===== config.mk =====
export PLATFORM = sky130hd
export DESIGN_NAME = sync_fifo_stream_reader
export DESIGN_NICKNAME = d
export VERILOG_FILES = /design/src/rtl/sync_fifo_stream_reader_pkg.sv /design/src/rtl/sync_fifo_stream_reader_skid.sv /design/src/rtl/sync_fifo_stream_reader.sv
export SDC_FILE = /design/constraint.sdc
export NUM_CORES = 1
export LEC_CHECK = 0
export ABC_CLOCK_PERIOD_IN_PS = 1850
export CAP_MARGIN = 30
export CORE_ASPECT_RATIO = 1.2
export CORE_MARGIN = 2
export CORE_UTILIZATION = 50
export DETAILED_ROUTE_END_ITERATION = 16
export PLACE_DENSITY = 0.8
export SLEW_MARGIN = 20
export SYNTH_ARGS = -nofsm -noshare
export SYNTH_HDL_FRONTEND = slang
export SYNTH_SLANG_ARGS = --single-unit

===== constraint.sdc =====
create_clock -name clk_i -period 1.85 [get_ports clk_i]
set_input_delay 0.4625 -clock clk_i [delete_from_list [all_inputs] [get_ports clk_i]]
set_output_delay 0.4625 -clock clk_i [all_outputs]
set_load 0.02 [all_outputs]

===== src/rtl/sync_fifo_stream_reader_pkg.sv =====
// Shared types and sizing for the FIFO read-side stream engine.
// The output buffer depth sets every counter and pointer width derived here.
package sync_fifo_pkg;

  localparam int unsigned DATA_WIDTH_DEFAULT = 32;
  localparam int unsigned SKID_DEPTH         = 2;
  localparam int unsigned SKID_CNT_WIDTH     = $clog2(SKID_DEPTH + 1);
  localparam int unsigned SKID_PTR_WIDTH     = $clog2(SKID_DEPTH);
  localparam int unsigned OCC_WIDTH          = SKID_CNT_WIDTH + 1;

  typedef enum logic {
    REGISTERED   = 1'b0,
    FALL_THROUGH = 1'b1
  } fwft_mode_t;

  // True when a new read still fits once buffered, in-flight and departing words are counted.
  function automatic logic room_for_read(
    input logic [SKID_CNT_WIDTH-1:0] count,
    input logic                      inflight,
    input logic                      pop
  );
    logic [OCC_WIDTH-1:0] committed;
    committed = OCC_WIDTH'(count) + OCC_WIDTH'(inflight);
    return committed < (OCC_WIDTH'(SKID_DEPTH) + OCC_WIDTH'(pop));
  endfunction

endpackage


===== src/rtl/sync_fifo_stream_reader_skid.sv =====
// Two-entry circular output buffer; head entry drives the stream data from registers.
// Simultaneous push and pop keep the count and advance both pointers.
module stream_skid_buffer
  import sync_fifo_pkg::*;
#(
  parameter int unsigned DATA_WIDTH = DATA_WIDTH_DEFAULT
) (
  input  logic                      clk,
  input  logic                      rst_n,
  input  logic                      clear,
  input  logic                      push,
  input  logic [DATA_WIDTH-1:0]     push_data,
  input  logic                      pop,
  output logic [SKID_CNT_WIDTH-1:0] count,
  output logic [DATA_WIDTH-1:0]     head_data
);

  logic [DATA_WIDTH-1:0]     entry_q [SKID_DEPTH];
  logic [SKID_PTR_WIDTH-1:0] rd_ptr_q;
  logic [SKID_PTR_WIDTH-1:0] wr_ptr_q;
  logic [SKID_CNT_WIDTH-1:0] count_q;

  always_ff @(posedge clk or negedge rst_n) begin
    if (!rst_n) begin
      rd_ptr_q <= '0;
      wr_ptr_q <= '0;
      count_q  <= '0;
    end else if (clear) begin
      rd_ptr_q <= '0;
      wr_ptr_q <= '0;
      count_q  <= '0;
    end else begin
      if (push) wr_ptr_q <= wr_ptr_q + SKID_PTR_WIDTH'(1);
      if (pop)  rd_ptr_q <= rd_ptr_q + SKID_PTR_WIDTH'(1);
      case ({push, pop})
        2'b10:   count_q <= count_q + SKID_CNT_WIDTH'(1);
        2'b01:   count_q <= count_q - SKID_CNT_WIDTH'(1);
        default: count_q <= count_q;
      endcase
    end
  end

  always_ff @(posedge clk or negedge rst_n) begin
    if (!rst_n) begin
      for (int i = 0; i < int'(SKID_DEPTH); i++) entry_q[i] <= '0;
    end else if (push && !clear) begin
      entry_q[wr_ptr_q] <= push_data;
    end
  end

  assign count     = count_q;
  assign head_data = entry_q[rd_ptr_q];

  // Issue logic must never let a capture land on a full buffer without a matching pop.
  a_no_overflow: assert property (@(posedge clk) disable iff (!rst_n)
    !(push && !pop && !clear && (count_q == SKID_CNT_WIDTH'(SKID_DEPTH))));
  a_no_underflow: assert property (@(posedge clk) disable iff (!rst_n)
    !(pop && (count_q == '0)));
  a_count_bound: assert property (@(posedge clk) disable iff (!rst_n)
    count_q <= SKID_CNT_WIDTH'(SKID_DEPTH));

endmodule


===== src/rtl/sync_fifo_stream_reader.sv =====
// Drains a synchronous FIFO read port into a valid/ready stream at one word per cycle.
// Reads are issued against buffer occupancy plus the word still in flight from the FIFO.
module sync_fifo_stream_reader
  import sync_fifo_pkg::*;
#(
  parameter int unsigned DATA_WIDTH = DATA_WIDTH_DEFAULT,
  parameter bit          FWFT       = 1'b0,
  parameter int unsigned CNT_WIDTH  = 16
) (
  input  logic                  clk_i,
  input  logic                  rst_n_i,
  input  logic                  fifo_empty_i,
  input  logic [DATA_WIDTH-1:0] fifo_data_i,
  output logic                  fifo_rd_o,
  input  logic                  flush_i,
  output logic                  m_valid_o,
  input  logic                  m_ready_i,
  output logic [DATA_WIDTH-1:0] m_data_o,
  output logic [CNT_WIDTH-1:0]  xfer_cnt_o
);

  localparam fwft_mode_t MODE = fwft_mode_t'(FWFT);

  logic [SKID_CNT_WIDTH-1:0] count;
  logic [DATA_WIDTH-1:0]     head_data;
  logic                      pop;
  logic                      inflight;
  logic                      capture;
  logic                      flush_discard;
  logic                      push;
  logic [CNT_WIDTH-1:0]      xfer_cnt_q;

  // Registered FIFO returns data a cycle after the strobe; fall-through returns it immediately.
  generate
    if (MODE == REGISTERED) begin : g_registered
      logic inflight_q;

      always_ff @(posedge clk_i or negedge rst_n_i) begin
        if (!rst_n_i) inflight_q <= 1'b0;
        else          inflight_q <= fifo_rd_o;
      end

      assign inflight = inflight_q;
      assign capture  = inflight_q;
    end else begin : g_fall_through
      assign inflight = 1'b0;
      assign capture  = fifo_rd_o;
    end
  endgenerate

  // Stream handshake and read issue; reset forces the strobe low without waiting for an edge.
  always_comb begin
    m_valid_o = (count != '0) && !flush_i;
    pop       = m_valid_o && m_ready_i;
    fifo_rd_o = rst_n_i && !fifo_empty_i && !flush_i && room_for_read(count, inflight, pop);
  end

  // A word returning while flush is high belongs to the discarded stream.
  always_comb begin
    flush_discard = capture && flush_i;
    push          = capture && !flush_discard;
  end

  stream_skid_buffer #(
    .DATA_WIDTH(DATA_WIDTH)
  ) u_skid (
    .clk       (clk_i),
    .rst_n     (rst_n_i),
    .clear     (flush_i),
    .push      (push),
    .push_data (fifo_data_i),
    .pop       (pop),
    .count     (count),
    .head_data (head_data)
  );

  always_ff @(posedge clk_i or negedge rst_n_i) begin
    if (!rst_n_i)  xfer_cnt_q <= '0;
    else if (pop)  xfer_cnt_q <= xfer_cnt_q + CNT_WIDTH'(1);
  end

  assign m_data_o   = head_data;
  assign xfer_cnt_o = xfer_cnt_q;

  a_rd_not_empty: assert property (@(posedge clk_i) disable iff (!rst_n_i)
    !(fifo_rd_o && fifo_empty_i));

endmodule


==> results.py <==
metrics = {
    "logic_synthesis": {
        "ys.flop_type": "dfrtp_1",
        "ys_types": 27,
        "async_reset_ff_frac": 1.00,
        "synth_area_leaders": "dfrtp_1, mux2_2, mux2_1",
        "synth_area_um2": 3760,
        "yosysMostFrequentCell": "dfrtp_1",
        "synth_cells": 258,
        "syn_nets": 298,
        "yosysSeqAreaShare": 0.565,
        "synth_edf_count": 0,
        "yosys.area.top_type_share": 0.565,
        "yosys_warnings": 0,
        "yosysTopAreaCell": "dfrtp_1",
        "synth.avg_cell_area_um2": 14.6,
        "synth_seq_cells": 85,
        "synth_commonest_cells": "dfrtp_1, mux2_2, mux2_1",
    },
    "placement": {
        "dpl.hpwl_um": 4930,
        "dpl_cell_area_um2": 4880,
        "gp_congestion": 0.765,
        "portBuffers": 86,
    },
    "route": {
        "final_antenna_net_count": 0,
        "vias": 2379,
        "wl_met3_um": 350,
        "top_layer_used": "met4",
        "dr.pass1.iters": 4,
        "met2_length_um": 3960,
        "drt-met1-wl_um": 3270,
        "route.detailed.drc": 0,
        "detail_route.wl_per_cell_um": 16.8,
        "vias_per_cell": 5.19,
        "drt_iter0_drc": 43,
        "drt-total-wl_um": 7680,
    },
    "hold_path": {
        "hp-class": "primary input to asynchronous set/reset pin",
    },
    "timing": {
        "setup_ws_ps": -196,
        "period_minus_slack_ps": 2050,
        "fmax_mhz": 489,
        "slew_headroom": 0.670,
        "finClkSkew_ps": 4.79,
        "tightestPinTransition_ps": 494,
        "hold_viol_final": 0,
        "timing.final.crit_share": 1.11,
        "setup_viol": 33,
        "rsz0062_at_grt": "true",
        "drv_slew": 0,
    },
    "clocking": {
        "cts_root_buffer": "clkbuf_8",
        "cts-buffers-inserted": 9,
        "cts.sinks": 85,
        "cts_htree_levels": 3,
        "clk_latency_ps": 350,
        "cts_tree": "done",
        "clkTransAtPathRegs_ps": 80,
        "cts_hold_buf": 0,
        "cts_buffer_depth": 2,
    },
    "critical_path": {
        "arrival_ps": 1580,
        "critical_path_class": "flip-flop to output port",
        "cp-startpoint": "u_skid.count[0]$_DFFE_PN0P_",
        "required_ps": 1390,
        "reg2reg_from": "xfer_cnt_o[0]$_DFFE_PN0P_",
        "reg2reg_depth": 5,
        "path_max_fanout": 2,
        "crit_path_end_kind": "output port",
        "start_kind": "flip-flop",
    },
    "floorplan": {
        "dieArea_um2": 8240,
        "io_pins": 87,
        "start_util": 0.518,
        "core-area_um2": 7270,
        "die_y_um": 99.1,
        "fp-row-count": 34,
        "die_x_um": 83.2,
    },
    "outcome": {
        "status": "finished, violations left",
        "violations": "setup timing",
    },
    "cells_and_area": {
        "drive_above_1_share": 0.431,
        "nNetsFinal": 403,
        "design_area_um2": 5370,
        "area_growth_pct": 42.7,
    },
    "global_routing": {
        "antenna_found_initial": 1,
        "grt_first_pass_wirelength_um": 12200,
        "grt_max_degree": 49,
        "overflow": 0,
        "grt_pass1_vias": 2502,
        "grt_usage": 0.188,
    },
    "power": {
        "clkPwrFrac": 0.269,
        "comb_power_share": 0.307,
        "internal-power_w": 0.00409,
        "power.density_nw_per_um2": 1050,
        "ir_worst_vdd_mv": 0.670,
        "p_total_w": 0.00563,
        "leakagePower_nw": 2.60,
        "p_switching_w": 0.00154,
        "p_sw_frac": 0.274,
        "seqPwrFrac": 0.424,
    },
    "job": {
        "maxCapViolCount": 0,
    },
}
[through the flow]
stage	instances	hold slack (ps)	worst slack, ps	setup TNS, ps	utilization
finish	458	167	-196	-4210	0.739
global route	458	209	-247	-5750	0.739
CTS	455	178	-255	-2930	0.693
detailed placement	437	471	-746	-16730	0.671
global placement	436	461	-725	-16040	0.668
floorplan	258	167	8.72	0	-
[power by group through the flow]
stage | Sequential (W) | Combinational (W) | Clock (W)
4_1_cts | 0.00237 | 0.00138 | 0.00154
2_1_floorplan | 0.00239 | 0.000819 | 0
6_report | 0.00239 | 0.00173 | 0.00152
3_5_place_dp | 0.00240 | 0.00153 | 0
5_1_grt | 0.00243 | 0.00183 | 0.00164
3_3_place_gp | 0.00238 | 0.00150 | 0
[layout make-up]
class,count,area (um^2)
Tap cell,90,113
Inverter,3,13.8
Multi-Input combinational cell,158,1700
Antenna cell,1,2.50
Clock inverter,5,100
Fill cell,468,1900
Sequential cell,85,2130
Timing Repair Buffer,106,1190
Clock buffer,10,128
[critical path: stages, from the launching register on]
cell,delay (ps)
dfrtp_1,400
ha_2,200
ha_4,250
o21ai_1,50
and4b_2,210
buf_6,130
[registers in the layout (all words and copies together), names as in the netlist]
name,cells
capture,1
u_skid.count,2
u_skid.entry_q,64
u_skid.rd_ptr_q,1
u_skid.wr_ptr_q,1
xfer_cnt_o,16
[placed cells by master, fill, tap and decap left out, types with 4 or more instances in the layout]
cell,count
dfrtp_1,83
mux2_2,44
buf_6,36
clkdlybuf4s50_1,35
mux2_4,32
mux2_1,20
xnor2_1,15
dlygate4sd2_1,12
clkbuf_8,9
buf_4,9
nand2_1,8
nor2_1,6
nand3_1,5
nand4_1,5
buf_12,5
dlymetal6s2s_1,4
[routing by layer]
layer,vias to the layer above,global-route usage
met5,-,0
met4,0,0.0681
met3,6,0.0578
met2,50,0.324
met1,1202,0.224
li1,1121,-
[final timing paths]
kind,endpoint,slack (ps)
worst max register to register,xfer_cnt_o[10]$_DFFE_PN0P_,330
min in group clk_i,capture$_DFF_PN0_,480
max in group asynchronous,u_skid.rd_ptr_q$_DFFE_PN0P_,1080
worst min-delay path,capture$_DFF_PN0_,170
worst min register to register,xfer_cnt_o[15]$_DFFE_PN0P_,480
worst max-delay path,fifo_rd_o,-200
[logic make-up after synthesis]
group                      share of synthesized area
muxes                                          0.287
DFF                                            0.565
and+or+nand+nor                               0.0615
xor gates and xnor gates                      0.0419
buffers and inverters                         0.0219
AOI/OAI and AO/OA                             0.0126
adders and majority gates                    0.00997
[timing repair]
action	4_1_cts	5_1_grt
gates cloned	1	3
setup endpoints to repair	45	38
buffers inserted	2	1
pin swaps	3	4
hold endpoints to repair	0	0
gates resized for setup	169	93
(Power assumes the default switching activity.)
